--- config.mk ---
export PLATFORM = sky130hd
export DESIGN_NAME = bcd_digit_feeder
export DESIGN_NICKNAME = d
export VERILOG_FILES = /design/src/rtl/bcd_pkg.sv /design/src/rtl/bcd_step_div.sv /design/src/rtl/bcd_digit_feeder.sv
export SDC_FILE = /design/constraint.sdc
export NUM_CORES = 1
export LEC_CHECK = 0
export BUFFER_PORTS_ARGS = -buffer_cell sky130_fd_sc_hd__buf_2
export CORE_MARGIN = 2
export CORE_UTILIZATION = 47
export DETAILED_ROUTE_END_ITERATION = 7
export HOLD_SLACK_MARGIN = 0.1
export PLACE_DENSITY = 0.72
export SLEW_MARGIN = 5
export SYNTH_ARGS = -nofsm -noshare
export SYNTH_HDL_FRONTEND = slang
export SYNTH_SLANG_ARGS = --single-unit
--- constraint.sdc ---
create_clock -name clk -period 1.65 [get_ports clk]
set_input_delay 0.2475 -clock clk [delete_from_list [all_inputs] [get_ports clk]]
set_output_delay 0.2475 -clock clk [all_outputs]
set_load 0.02 [all_outputs]
--- src/rtl/bcd_pkg.sv ---
// Shared types and constants for the BCD digit feeder.
package bcd_pkg;

  localparam int unsigned BCD_MAX = 9;

  typedef logic [3:0] digit_t;

  typedef enum logic [1:0] {
    IDLE = 2'd0,
    RUN  = 2'd1,
    HOLD = 2'd2
  } state_e;

  // Next digit one step away in the given direction, wrapping in 0..max_d.
  function automatic digit_t step_digit(input digit_t d, input logic up, input digit_t max_d);
    if (up) step_digit = (d == max_d) ? '0 : d + 4'd1;
    else    step_digit = (d == '0) ? max_d : d - 4'd1;
  endfunction

  // True when a step from d in the given direction crosses the decade boundary.
  function automatic logic step_wraps(input digit_t d, input logic up, input digit_t max_d);
    step_wraps = up ? (d == max_d) : (d == '0);
  endfunction

endpackage

--- src/rtl/bcd_step_div.sv ---
// Step divider: counts enabled cycles 0..STEP_DIV-1 and ticks on the last one.
module bcd_step_div
  import bcd_pkg::*;
#(
  parameter int unsigned STEP_DIV = 4
) (
  input  logic clk,
  input  logic rst,
  input  logic en,
  input  logic clr,
  input  logic freeze,
  output logic tick
);

  localparam logic [7:0] LAST = 8'(STEP_DIV - 1);

  logic [7:0] cnt_q;
  logic [7:0] cnt_d;

  assign tick = en && !freeze && !clr && (cnt_q == LAST);

  // Next count: clear wins, otherwise advance and wrap only when enabled and not frozen.
  always_comb begin
    cnt_d = cnt_q;
    if (clr) begin
      cnt_d = '0;
    end else if (en && !freeze) begin
      cnt_d = (cnt_q == LAST) ? '0 : cnt_q + 8'd1;
    end
  end

  // Divider count register.
  always_ff @(posedge clk) begin
    if (rst) cnt_q <= '0;
    else     cnt_q <= cnt_d;
  end

endmodule

--- src/rtl/bcd_digit_feeder.sv ---
// Decade up/down digit source with load, handshake to a segment decoder,
// wrap carry and sticky illegal-load flag.
module bcd_digit_feeder
  import bcd_pkg::*;
#(
  parameter int unsigned STEP_DIV  = 4,
  parameter int unsigned MAX_DIGIT = BCD_MAX
) (
  input  logic       clk,
  input  logic       rst,
  input  logic       en,
  input  logic       up,
  input  logic       load,
  input  logic [3:0] load_val,
  input  logic       out_ready,
  output logic       out_valid,
  output logic       in1,
  output logic       in2,
  output logic       in3,
  output logic       in4,
  output logic       carry,
  output logic       err
);

  localparam digit_t MAX_D = digit_t'(MAX_DIGIT);

  state_e state_q, state_d;
  digit_t digit_q, digit_d;
  logic   carry_q, carry_d;
  logic   err_q, err_d;

  logic load_ok;
  logic load_bad;
  logic div_clr;
  logic div_freeze;
  logic tick;

  assign load_ok  = load && (load_val <= MAX_D);
  assign load_bad = load && (load_val > MAX_D);

  // An illegal load freezes the divider too, so that cycle is a no-op apart from err.
  assign div_freeze = (state_q == HOLD) || load_bad;

  bcd_step_div #(
    .STEP_DIV(STEP_DIV)
  ) u_div (
    .clk   (clk),
    .rst   (rst),
    .en    (en),
    .clr   (div_clr),
    .freeze(div_freeze),
    .tick  (tick)
  );

  // Next-state, digit, carry and error logic; loads take precedence over steps and handshakes.
  always_comb begin
    state_d = state_q;
    digit_d = digit_q;
    carry_d = 1'b0;
    err_d   = err_q;
    div_clr = 1'b0;
    if (load_bad) begin
      err_d = 1'b1;
    end else if (load_ok) begin
      digit_d = load_val;
      div_clr = 1'b1;
      state_d = HOLD;
    end else begin
      unique case (state_q)
        // The divider counts in IDLE as well, so a retained count can tick on the first
        // enabled cycle after a pause.
        IDLE, RUN: begin
          if (tick) begin
            digit_d = step_digit(digit_q, up, MAX_D);
            carry_d = step_wraps(digit_q, up, MAX_D);
            state_d = HOLD;
          end else if (en) begin
            state_d = RUN;
          end else begin
            state_d = IDLE;
          end
        end
        HOLD: begin
          if (out_ready) state_d = en ? RUN : IDLE;
        end
        default: state_d = IDLE;
      endcase
    end
  end

  // State, digit, carry and sticky error registers.
  always_ff @(posedge clk) begin
    if (rst) begin
      state_q <= IDLE;
      digit_q <= '0;
      carry_q <= 1'b0;
      err_q   <= 1'b0;
    end else begin
      state_q <= state_d;
      digit_q <= digit_d;
      carry_q <= carry_d;
      err_q   <= err_d;
    end
  end

  assign out_valid             = (state_q == HOLD);
  assign {in1, in2, in3, in4}  = digit_q;
  assign carry                 = carry_q;
  assign err                   = err_q;

endmodule

==> impl_metrics.csv, run 1 <==
group,metric,value,unit
outcome,status,"finished clean",
critical_path,cpLargestDelayFamily,"simple AND/OR/NAND/NOR gates",
power_and_ir_drop,seq_power_share,51.3,%
global_route,grt_pass1_vias,823,
global_route,grt_max_degree,12,
floorplanning,initial_core_util,49.1,%
critical_path,critPathMaxStageDelay,0.35,ns
floorplanning,floorplan.die.height,48.8,um
layout,stdcell_area,1140,sq um
power_and_ir_drop,total_leakage_power,0.471,nW
timing,worst_clock_skew,0.00453,ns
global_route,grt_pass1_wl,3.55,mm
layout,n_antenna_cell,0,
timing,worst_pin_slew,0.351,ns
critical_path,critical_path.endpoint_type,"register",
critical_path,timing.critical_path.required,1.83,ns
layout,fraction_of_layout_cells_with_a_size_suffix_above_1,25.2,%
layout,multi_input_comb_area,593,sq um
layout,area.growth.synth_to_final,20.7,%
timing,unrepaired_setup_endpoints_after_global_routing,"no",
route,drt_first_iter_violations,21,
power_and_ir_drop,combPwrFrac,17.3,%
global_route,grt_overflow,0,
timing,final.min_clock_period,1.55,ns
timing,final-hold-violation-count,0,
global_route,grt_use_total,18.6,%
layout,nets,147,
route,number_of_search_and_repair_iterations_in_the_first_detailed_routing_pass,4,
power_and_ir_drop,power.density_cell_area,716,nW/um^2
power_and_ir_drop,power.ir.vdd_worst,0.495,mV
critical_path,worstPathArrival,1.72,ns
route,route.detailed.wl_per_inst,13.2,um
power_and_ir_drop,switching_share,27.3,%
place,placed_area,1100,sq um
cts,post_cts_setup_buffers,0,
critical_path,critPathKind,"reg2reg",
yosys,post_synth_instance_area,943,sq um
layout,num-fill-cells,202,
timing,setup_violations,0,
floorplanning,placeableCoreArea,1920,sq um
cts,clk_pin_slew_worst_paths,0.10,ns
cts,cts_tree,"built",
yosys,synth.avg_cell_area,8.50,sq um
critical_path,start_kind,"register",
route,routed_via_density,5.65,
cts,max-clock-path-buffers,2,
cts,htreeDepth,1,
critical_path,critical-path-slowest-cell,"sky130_fd_sc_hd__dfxtp_1",
route,drtAntennaViolNets,0,
worst_hold_path,timing.hold.worst.class,"in2reg",
cts,root_buffer,"sky130_fd_sc_hd__clkbuf_4",
yosys,ys_ff_latch,16,
timing,maxSlewViolCount,0,
cts,cts-buffers-inserted,3,
floorplanning,die_w,48.8,um
route,drt_drc_violations_left,0,
route,via_count,916,
flow_run,max_cap_violations,0,
timing,fmax,646,MHz
yosys,netlist_instances,111,
floorplanning,num_rows,16,
cts,hold_buffers,0,
timing,fin_setup_tns,0,ns
place,buffer_ports.inserted,16,
layout,seq_area,320,sq um
power_and_ir_drop,clock_power_share,31.4,%
place,gp_congestion,0.828,
timing,min_period_over_period,93.8,%
critical_path,cp.buffers_inverters,0,
power_and_ir_drop,cellInternalPower,0.593,mW
power_and_ir_drop,switchingPower,0.222,mW
yosys,synth.yosys.seq_area_share,34.0,%
floorplanning,design.die.area,2380,sq um
timing,timing.max_slew.rel_slack,76.4,%
yosys,synthesis.nets,122,
critical_path,timing.critical_path.fanout_max,5,
cts,clock_latency,0.28,ns
yosys,synth-warning-count,0,
floorplanning,boundaryPins,17,
cts,clock_sinks,16,
route,route.final.wire_length,2.14,mm
yosys,netlist-cell-type-count,39,
critical_path,worstPathCellList,"nor4_2 > nand4b_2 > nand4b_1 > a32o_1",
cts,cts-resized-gates,0,
place,dp_hpwl,1.65,mm
global_route,number_of_antenna_violations_at_the_first_check_in_global_routing,0,
## layout by cell type, fill, tap and decap left out, types with 2 or more instances in the layout
cell type	netlist	routed
sky130_fd_sc_hd__a221o_1	2	2
sky130_fd_sc_hd__o21ai_0	5	5
sky130_fd_sc_hd__a21oi_1	8	8
sky130_fd_sc_hd__nand2_1	10	10
sky130_fd_sc_hd__buf_4	0	8
sky130_fd_sc_hd__and3_1	2	2
sky130_fd_sc_hd__clkbuf_4	0	3
sky130_fd_sc_hd__dfxtp_1	16	16
sky130_fd_sc_hd__xor2_1	4	4
sky130_fd_sc_hd__or4_1	3	3
sky130_fd_sc_hd__nor3_1	5	5
sky130_fd_sc_hd__nand4_1	3	3
sky130_fd_sc_hd__nand4b_1	2	2
sky130_fd_sc_hd__o31ai_1	4	4
sky130_fd_sc_hd__and2_1	2	2
sky130_fd_sc_hd__a21boi_0	2	2
sky130_fd_sc_hd__nor2_1	7	7
sky130_fd_sc_hd__nor4_2	2	2
sky130_fd_sc_hd__mux2i_1	3	3
sky130_fd_sc_hd__buf_2	0	16
sky130_fd_sc_hd__inv_1	4	4
sky130_fd_sc_hd__nand2b_1	3	3
sky130_fd_sc_hd__nor2b_1	3	3
## metal layers
metal	GRT usage (%)	share of wire, %	vias up
li1	-	-	465
met1	25.3	48	431
met5	0	0	-
met2	31.1	48	18
met4	5.71	0.23	0
met3	2.15	3.7	2
## cells in the mapped netlist, drive strengths merged
cell type | instances | area, sq um
clkbuf | 3 | 11.3
nor2 | 7 | 26.3
xnor2 | 1 | 8.76
or3 | 1 | 6.26
a31oi | 1 | 6.26
nor2b | 3 | 18.8
mux2i | 3 | 30.0
a21oi | 8 | 40.0
nand3 | 2 | 22.5
and3 | 2 | 12.5
or4 | 3 | 22.5
buf | 1 | 3.75
or2 | 1 | 6.26
inv | 4 | 15.0
a21boi | 2 | 15.0
nand2 | 10 | 37.5
a221o | 2 | 20.0
a211oi | 1 | 7.51
xor2 | 4 | 35.0
nor4 | 2 | 25.0
and2 | 2 | 12.5
nand4b | 3 | 32.5
o211ai | 2 | 28.8
and3b | 1 | 8.76
nand2b | 3 | 18.8
a22oi | 1 | 7.51
o21ai | 6 | 30.0
nor3 | 5 | 25.0
o31ai | 4 | 30.0
a311oi | 1 | 8.76
a32o | 1 | 10.0
ha | 1 | 12.5
dfxtp | 16 | 320
nand4 | 3 | 18.8
o32ai | 1 | 8.76
## final timing paths
| kind | to | from | depth (start not counted) | slack [ns] |
|---|---|---|---|---|
| worst max-delay path | digit_q[2] | u_div.cnt_q[6] | 4 | 0.10 |
| worst min-delay path | state_q[0] | rst | 2 | 0.25 |
| worst max register to register | digit_q[2] | u_div.cnt_q[6] | 4 | 0.10 |
| worst min register to register | err | err | 2 | 0.46 |
## logic make-up after synthesis
kind of cell             after synthesis  synth area share, %
AND/OR/NAND/NOR                       48                 31.2
AO/OA/AOI/OAI                         30                 22.5
flip-flops                            16                 34.0
buffers and inverters                  8                 3.18
XOR/XNOR                               5                 4.64
multiplexers                           3                 3.18
adder cells (fa/ha/maj)                1                 1.33
## final cells by class
cell class | count | area share (%)
timing repair buffer | 24 | 12.3
inverter | 4 | 1.32
tap | 27 | 2.97
clock buffer | 4 | 3.19
multi-input combinational | 87 | 52.1
sequential | 16 | 28.1
## stage by stage
step           setup WS [ns]  hold WS (ns)  cells  total power [mW]  util (%)
2_1_floorplan          0.152         0.408    111             0.513         -
3_5_place_dp          0.0580         0.444    158             0.566      57.4
3_3_place_gp           0.104         0.442    158             0.561      57.4
5_1_grt               0.0285         0.241    162             0.857      59.2
4_1_cts                0.106         0.232    162             0.823      59.2
6_report               0.103         0.246    162             0.815      59.2
## power groups by stage
stage	logic [mW]	clock network, mW	registers [mW]
final	0.141	0.256	0.418
after global routing	0.153	0.282	0.421
after CTS	0.140	0.264	0.418
after detailed placement	0.139	0	0.427
after global placement	0.135	0	0.426
after floorplan	0.0861	0	0.427
## registers in the layout (all words and copies together), names as in the netlist
signal / cells
state_q: 2
digit_q: 4
u_div.cnt_q: 8
carry: 1
err: 1
Power figures use the tool's default switching activity.
==> inputs of run 2 (changes only) <==
--- a/config.mk
+++ b/config.mk
@@ -6,11 +6,10 @@
 export NUM_CORES = 1
 export LEC_CHECK = 0
 export BUFFER_PORTS_ARGS = -buffer_cell sky130_fd_sc_hd__buf_2
-export CORE_MARGIN = 2
-export CORE_UTILIZATION = 47
+export CORE_UTILIZATION = 53
 export DETAILED_ROUTE_END_ITERATION = 7
 export HOLD_SLACK_MARGIN = 0.1
-export PLACE_DENSITY = 0.72
+export PLACE_DENSITY = 0.79
 export SLEW_MARGIN = 5
 export SYNTH_ARGS = -nofsm -noshare
 export SYNTH_HDL_FRONTEND = slang
==> run 2 against run 1 <==
  * The run now ends with DRC left
  * Worst setup slack worse by 0.027 ns
  * Critical path depth is 1 higher
  * Sequential share of layout area is 1.1 points higher
  * Critical path type unchanged
  * Largest power group unchanged
==> impl_metrics.csv, run 2 (synthesis results as in run 1) <==
group,metric,value,unit
global_route,grt_pass1_vias,784,
outcome,failing_checks,"DRC",
layout,fraction_of_layout_cells_with_a_size_suffix_above_1,22.9,%
timing,maxSlewViolCount,0,
cts,clock_latency,0.30,ns
cts,clk_pin_slew_worst_paths,0.10,ns
critical_path,worst_r2r_path_depth,5,
layout,n_antenna_cell,0,
cts,clock_sinks,16,
place,dp_hpwl,1.59,mm
cts,max-clock-path-buffers,2,
critical_path,r2r_start,"u_div.cnt_q[0]",
floorplanning,num_rows,14,
global_route,grt_use_total,24.9,%
power_and_ir_drop,power.density_cell_area,750,nW/um^2
timing,timing.max_slew.rel_slack,74.6,%
critical_path,timing.critical_path.fanout_max,6,
timing,timing.final.ws_setup,0.0760,ns
critical_path,r2r_setup_slack,0.08,ns
timing,setup_violations,0,
route,route.final.wire_length,2.11,mm
critical_path,critical-path-slowest-cell,"sky130_fd_sc_hd__dfxtp_1",
power_and_ir_drop,total_leakage_power,0.450,nW
layout,stdcell_area,1090,sq um
timing,hold-worst-slack,0.225,ns
global_route,grt_pass1_wl,3.49,mm
timing,min_period_over_period,95.4,%
timing,fin_setup_tns,0,ns
place,gp_congestion,0.844,
outcome,status,"complete, but fails checks",
global_route,grt_overflow,0,
cts,root_buffer,"sky130_fd_sc_hd__clkbuf_4",
critical_path,worstPathCellList,"ha_1 > nand2_1 > nand4b_2 > nand4b_1 > a32o_1",
floorplanning,design.die.area,1950,sq um
layout,nets,143,
global_route,number_of_antenna_violations_at_the_first_check_in_global_routing,0,
critical_path,critical_path.endpoint_type,"register",
floorplanning,boundaryPins,17,
layout,layout.core_utilization,69.4,%
place,placedCellCount,143,
timing,unrepaired_setup_endpoints_after_global_routing,"no",
route,drtAntennaViolNets,0,
worst_hold_path,min_path_cells,3,
critical_path,timing.critical_path.required,1.83,ns
worst_hold_path,hold_path_end,"digit_q[0]",
layout,num-fill-cells,121,
critical_path,critPathKind,"reg2reg",
timing,final.min_clock_period,1.57,ns
cts,htreeDepth,1,
flow_run,max_cap_violations,0,
floorplanning,floorplan.die.height,44.2,um
place,placed_area,1060,sq um
layout,biggestRegsByFlops,"u_div.cnt_q x8, digit_q x4, state_q x2",
cts,cts_tree,"built",
timing,worst_clock_skew,0.0110,ns
floorplanning,initial_core_util,59.8,%
route,route.detailed.wl_per_inst,14.3,um
critical_path,critical_path.reg2reg.endpoint,"digit_q[2]",
layout,finalNonFillerCells,147,
worst_hold_path,worst_hold_startpoint,"load_val[0]",
route,via_count,903,
critical_path,critPathMaxStageDelay,0.42,ns
floorplanning,die_w,44.2,um
route,drt_first_iter_violations,19,
critical_path,start_kind,"register",
layout,largest_register,"u_div.cnt_q",
route,drt_drc_violations_left,1,
place,dp_slack,0.0503,ns
cts,cts-buffers-inserted,3,
global_route,grt_max_degree,12,
floorplanning,placeableCoreArea,1580,sq um
layout,largest_register_ffs,8,
cts,hold_buffers,0,
cts,cts-resized-gates,0,
layout,area.growth.synth_to_final,16.0,%
timing,worst_pin_slew,0.380,ns
worst_hold_path,timing.hold.worst.class,"in2reg",
route,routed_via_density,6.14,
cts,post_cts_setup_buffers,0,
timing,fmax,635,MHz
layout,layout.cells.most_common_list,"sky130_fd_sc_hd__dfxtp_1, sky130_fd_sc_hd__buf_2, sky130_fd_sc_hd__nand2_1, sky130_fd_sc_hd__a21oi_1, sky130_fd_sc_hd__nor2_1",
power_and_ir_drop,power,0.821,mW
timing,final-hold-violation-count,0,
critical_path,worstPathArrival,1.76,ns
power_and_ir_drop,power.ir.vdd_worst,0.427,mV
route,number_of_search_and_repair_iterations_in_the_first_detailed_routing_pass,6,
place,buffer_ports.inserted,16,
-- run 2: worst max-delay path, delay by kind of cell (launching register included) --
| kind | cells | cell delay (ns) |
|---|---|---|
| AND/OR/NAND/NOR | 3 | 0.56 |
| AO/OA/AOI/OAI | 1 | 0.27 |
| flip-flops | 1 | 0.42 |
| adder cells (fa/ha/maj) | 1 | 0.22 |
-- run 2: cell type report --
| cell class | count | area [sq um] | area share, % |
|---|---|---|---|
| multi-input cells | 87 | 593 | 54.2 |
| well taps | 16 | 20.0 | 1.83 |
| clock buffers | 4 | 36.3 | 3.31 |
| repair buffers | 20 | 110 | 10.1 |
| flip-flops and latches | 16 | 320 | 29.3 |
| inverters | 4 | 15.0 | 1.37 |
-- run 2: power by group --
part / switching [mW] / internal [mW] / leakage (nW)
sequential: 0.0210 / 0.399 / 0.130
combinational: 0.0794 / 0.0588 / 0.299
clock: 0.128 / 0.135 / 0.0210
total: 0.228 / 0.592 / 0.450
-- run 2: worst max path at each step --
stage / startpoint / to
finish: u_div.cnt_q[0] / digit_q[2]
global route: u_div.cnt_q[0] / digit_q[2]
CTS: u_div.cnt_q[0] / digit_q[2]
detailed placement: load_val[1] / u_div.cnt_q[4]
global placement: load_val[1] / u_div.cnt_q[7]
floorplan: digit_q[2] / digit_q[2]
-- run 2: per-layer routing --
metal	share of wire [%]	global-route usage, %
met1	51	33.2
met2	44	37.9
met3	3.0	6.12
met4	1.9	10.9
met5	0	0
==> inputs of run 3 (changes only) <==
--- a/config.mk
+++ b/config.mk
@@ -6,10 +6,10 @@
 export NUM_CORES = 1
 export LEC_CHECK = 0
 export BUFFER_PORTS_ARGS = -buffer_cell sky130_fd_sc_hd__buf_2
-export CORE_UTILIZATION = 53
+export CORE_UTILIZATION = 40
 export DETAILED_ROUTE_END_ITERATION = 7
 export HOLD_SLACK_MARGIN = 0.1
-export PLACE_DENSITY = 0.79
+export PLACE_DENSITY = 0.63
 export SLEW_MARGIN = 5
 export SYNTH_ARGS = -nofsm -noshare
 export SYNTH_HDL_FRONTEND = slang
==> run 3 against run 2 <==
  * The flow now finishes without violations
  * Worst setup slack improved by 0.021 ns
  * Clock power increased by 3%
  * Wire length increased by 6.8%
  * Sequential share of layout area decreased by 1.3 points
  * Sequential power about the same
  * Die area increased by 31%
  * Register-to-register slack improved by 0.02 ns
==> impl_metrics.csv, run 3 (synthesis results as in run 1) <==
group,metric,value,unit
outcome,status,"finished clean",
layout,nets,148,
critical_path,worst_r2r_path_depth,4,
critical_path,critical-path-slowest-cell,"sky130_fd_sc_hd__nor4_2",
route,drt_drc_violations_left,0,
cts,clock_latency,0.29,ns
global_route,number_of_antenna_violations_at_the_first_check_in_global_routing,0,
floorplanning,num_rows,17,
cts,htreeDepth,1,
timing,min_period_over_period,94.1,%
route,drtAntennaViolNets,0,
worst_hold_path,timing.hold.worst.class,"in2reg",
global_route,grt_use_total,19.8,%
global_route,grt_max_degree,12,
route,via_count,938,
place,buffer_ports.inserted,16,
worst_hold_path,min_path_cells,3,
cts,clock_sinks,16,
timing,final.min_clock_period,1.55,ns
critical_path,critical_path.endpoint_type,"register",
cts,cts-resized-gates,0,
critical_path,critPathMaxStageDelay,0.37,ns
layout,finalNonFillerCells,164,
power_and_ir_drop,power.ir.vdd_worst,0.446,mV
timing,maxSlewViolCount,0,
cts,clk_pin_slew_worst_paths,0.10,ns
layout,biggestRegsByFlops,"u_div.cnt_q x8, digit_q x4, state_q x2",
route,drt_first_iter_violations,19,
floorplanning,placeableCoreArea,2210,sq um
layout,layout.cells.most_common_list,"sky130_fd_sc_hd__dfxtp_1, sky130_fd_sc_hd__buf_2, sky130_fd_sc_hd__nand2_1, sky130_fd_sc_hd__buf_4, sky130_fd_sc_hd__a21oi_1",
cts,cts-buffers-inserted,3,
place,dp_hpwl,1.68,mm
place,placedCellCount,160,
route,route.final.wire_length,2.25,mm
floorplanning,design.die.area,2560,sq um
critical_path,worstPathCellList,"nor4_2 > nand4b_2 > nand4b_1 > a32o_1",
layout,fraction_of_layout_cells_with_a_size_suffix_above_1,25.7,%
cts,cts_tree,"built",
layout,num-fill-cells,232,
global_route,grt_pass1_wl,3.77,mm
layout,largest_register,"u_div.cnt_q",
floorplanning,initial_core_util,42.6,%
flow_run,max_cap_violations,0,
cts,post_cts_setup_buffers,0,
timing,fmax,644,MHz
timing,final-hold-violation-count,0,
power_and_ir_drop,power.density_cell_area,723,nW/um^2
floorplanning,boundaryPins,17,
timing,setup_violations,0,
route,route.detailed.wl_per_inst,13.7,um
layout,n_antenna_cell,0,
floorplanning,floorplan.die.height,50.6,um
cts,hold_buffers,0,
route,number_of_search_and_repair_iterations_in_the_first_detailed_routing_pass,7,
cts,root_buffer,"sky130_fd_sc_hd__clkbuf_4",
global_route,grt_pass1_vias,834,
place,gp_congestion,0.805,
layout,largest_register_ffs,8,
critical_path,start_kind,"register",
critical_path,timing.critical_path.fanout_max,5,
critical_path,timing.critical_path.required,1.84,ns
cts,max-clock-path-buffers,2,
timing,timing.max_slew.rel_slack,73.6,%
place,placed_area,1110,sq um
timing,fin_setup_tns,0,ns
timing,worst_clock_skew,0.000971,ns
power_and_ir_drop,total_leakage_power,0.476,nW
layout,stdcell_area,1150,sq um
global_route,grt_overflow,0,
route,routed_via_density,5.72,
timing,unrepaired_setup_endpoints_after_global_routing,"no",
floorplanning,die_w,50.6,um
critical_path,worstPathArrival,1.75,ns
critical_path,critPathKind,"reg2reg",
timing,worst_pin_slew,0.395,ns
layout,area.growth.synth_to_final,21.6,%
[run 3: cell count changes in the layout (fill, tap and decap cells not counted), sizes merged]
cell / before / now
buf: 20 / 25
[run 3: area by class of cell]
class / instances / area [sq um] / share of cell area, %
inverters: 4 / 15.0 / 1.31
clock buffers: 4 / 36.3 / 3.16
repair buffers: 25 / 148 / 12.9
flip-flops and latches: 16 / 320 / 27.9
multi-input cells: 87 / 593 / 51.7
well taps: 28 / 35.0 / 3.05
[run 3: power breakdown]
part	internal (mW)	leakage, nW	switching (mW)	total (mW)
sequential	0.399	0.130	0.0197	0.419
clock	0.135	0.0210	0.134	0.269
combinational	0.0604	0.325	0.0816	0.142
total	0.594	0.476	0.236	0.830
[run 3: path summary, 6_finish.rpt]
path,start,end,slack [ns]
hold reg to reg,err,err,0.46
setup reg to reg,u_div.cnt_q[7],digit_q[2],0.1
setup / recovery,u_div.cnt_q[7],digit_q[2],0.1
hold / removal,load_val[0],digit_q[0],0.23
[run 3: metal layers]
| metal | vias up | wire [um] | global-route usage (%) |
|---|---|---|---|
| li1 | 465 | - | - |
| met1 | 437 | 1100 | 25.5 |
| met2 | 30 | 1010 | 31.8 |
| met3 | 6 | 92 | 2.73 |
| met4 | 0 | 43 | 10.6 |
| met5 | - | 0 | 0 |
[run 3: stage by stage]
| stage | hold slack, ns | utilization (%) | total power [mW] | worst slack, ns |
|---|---|---|---|---|
| floorplan | 0.408 | - | 0.513 | 0.152 |
| global placement | 0.452 | 50.2 | 0.564 | 0.105 |
| detailed placement | 0.451 | 50.2 | 0.567 | 0.0757 |
| CTS | 0.238 | 51.9 | 0.830 | 0.107 |
| global route | 0.233 | 51.9 | 0.869 | 0.00566 |
| finish | 0.232 | 51.9 | 0.830 | 0.0974 |
[run 3: critical path: cells and delay by family, from the launching register on]
family / cells / cell delay (ns)
and+or+nand+nor: 3 / 0.84
DFF: 1 / 0.34
AOI/OAI and AO/OA: 1 / 0.27
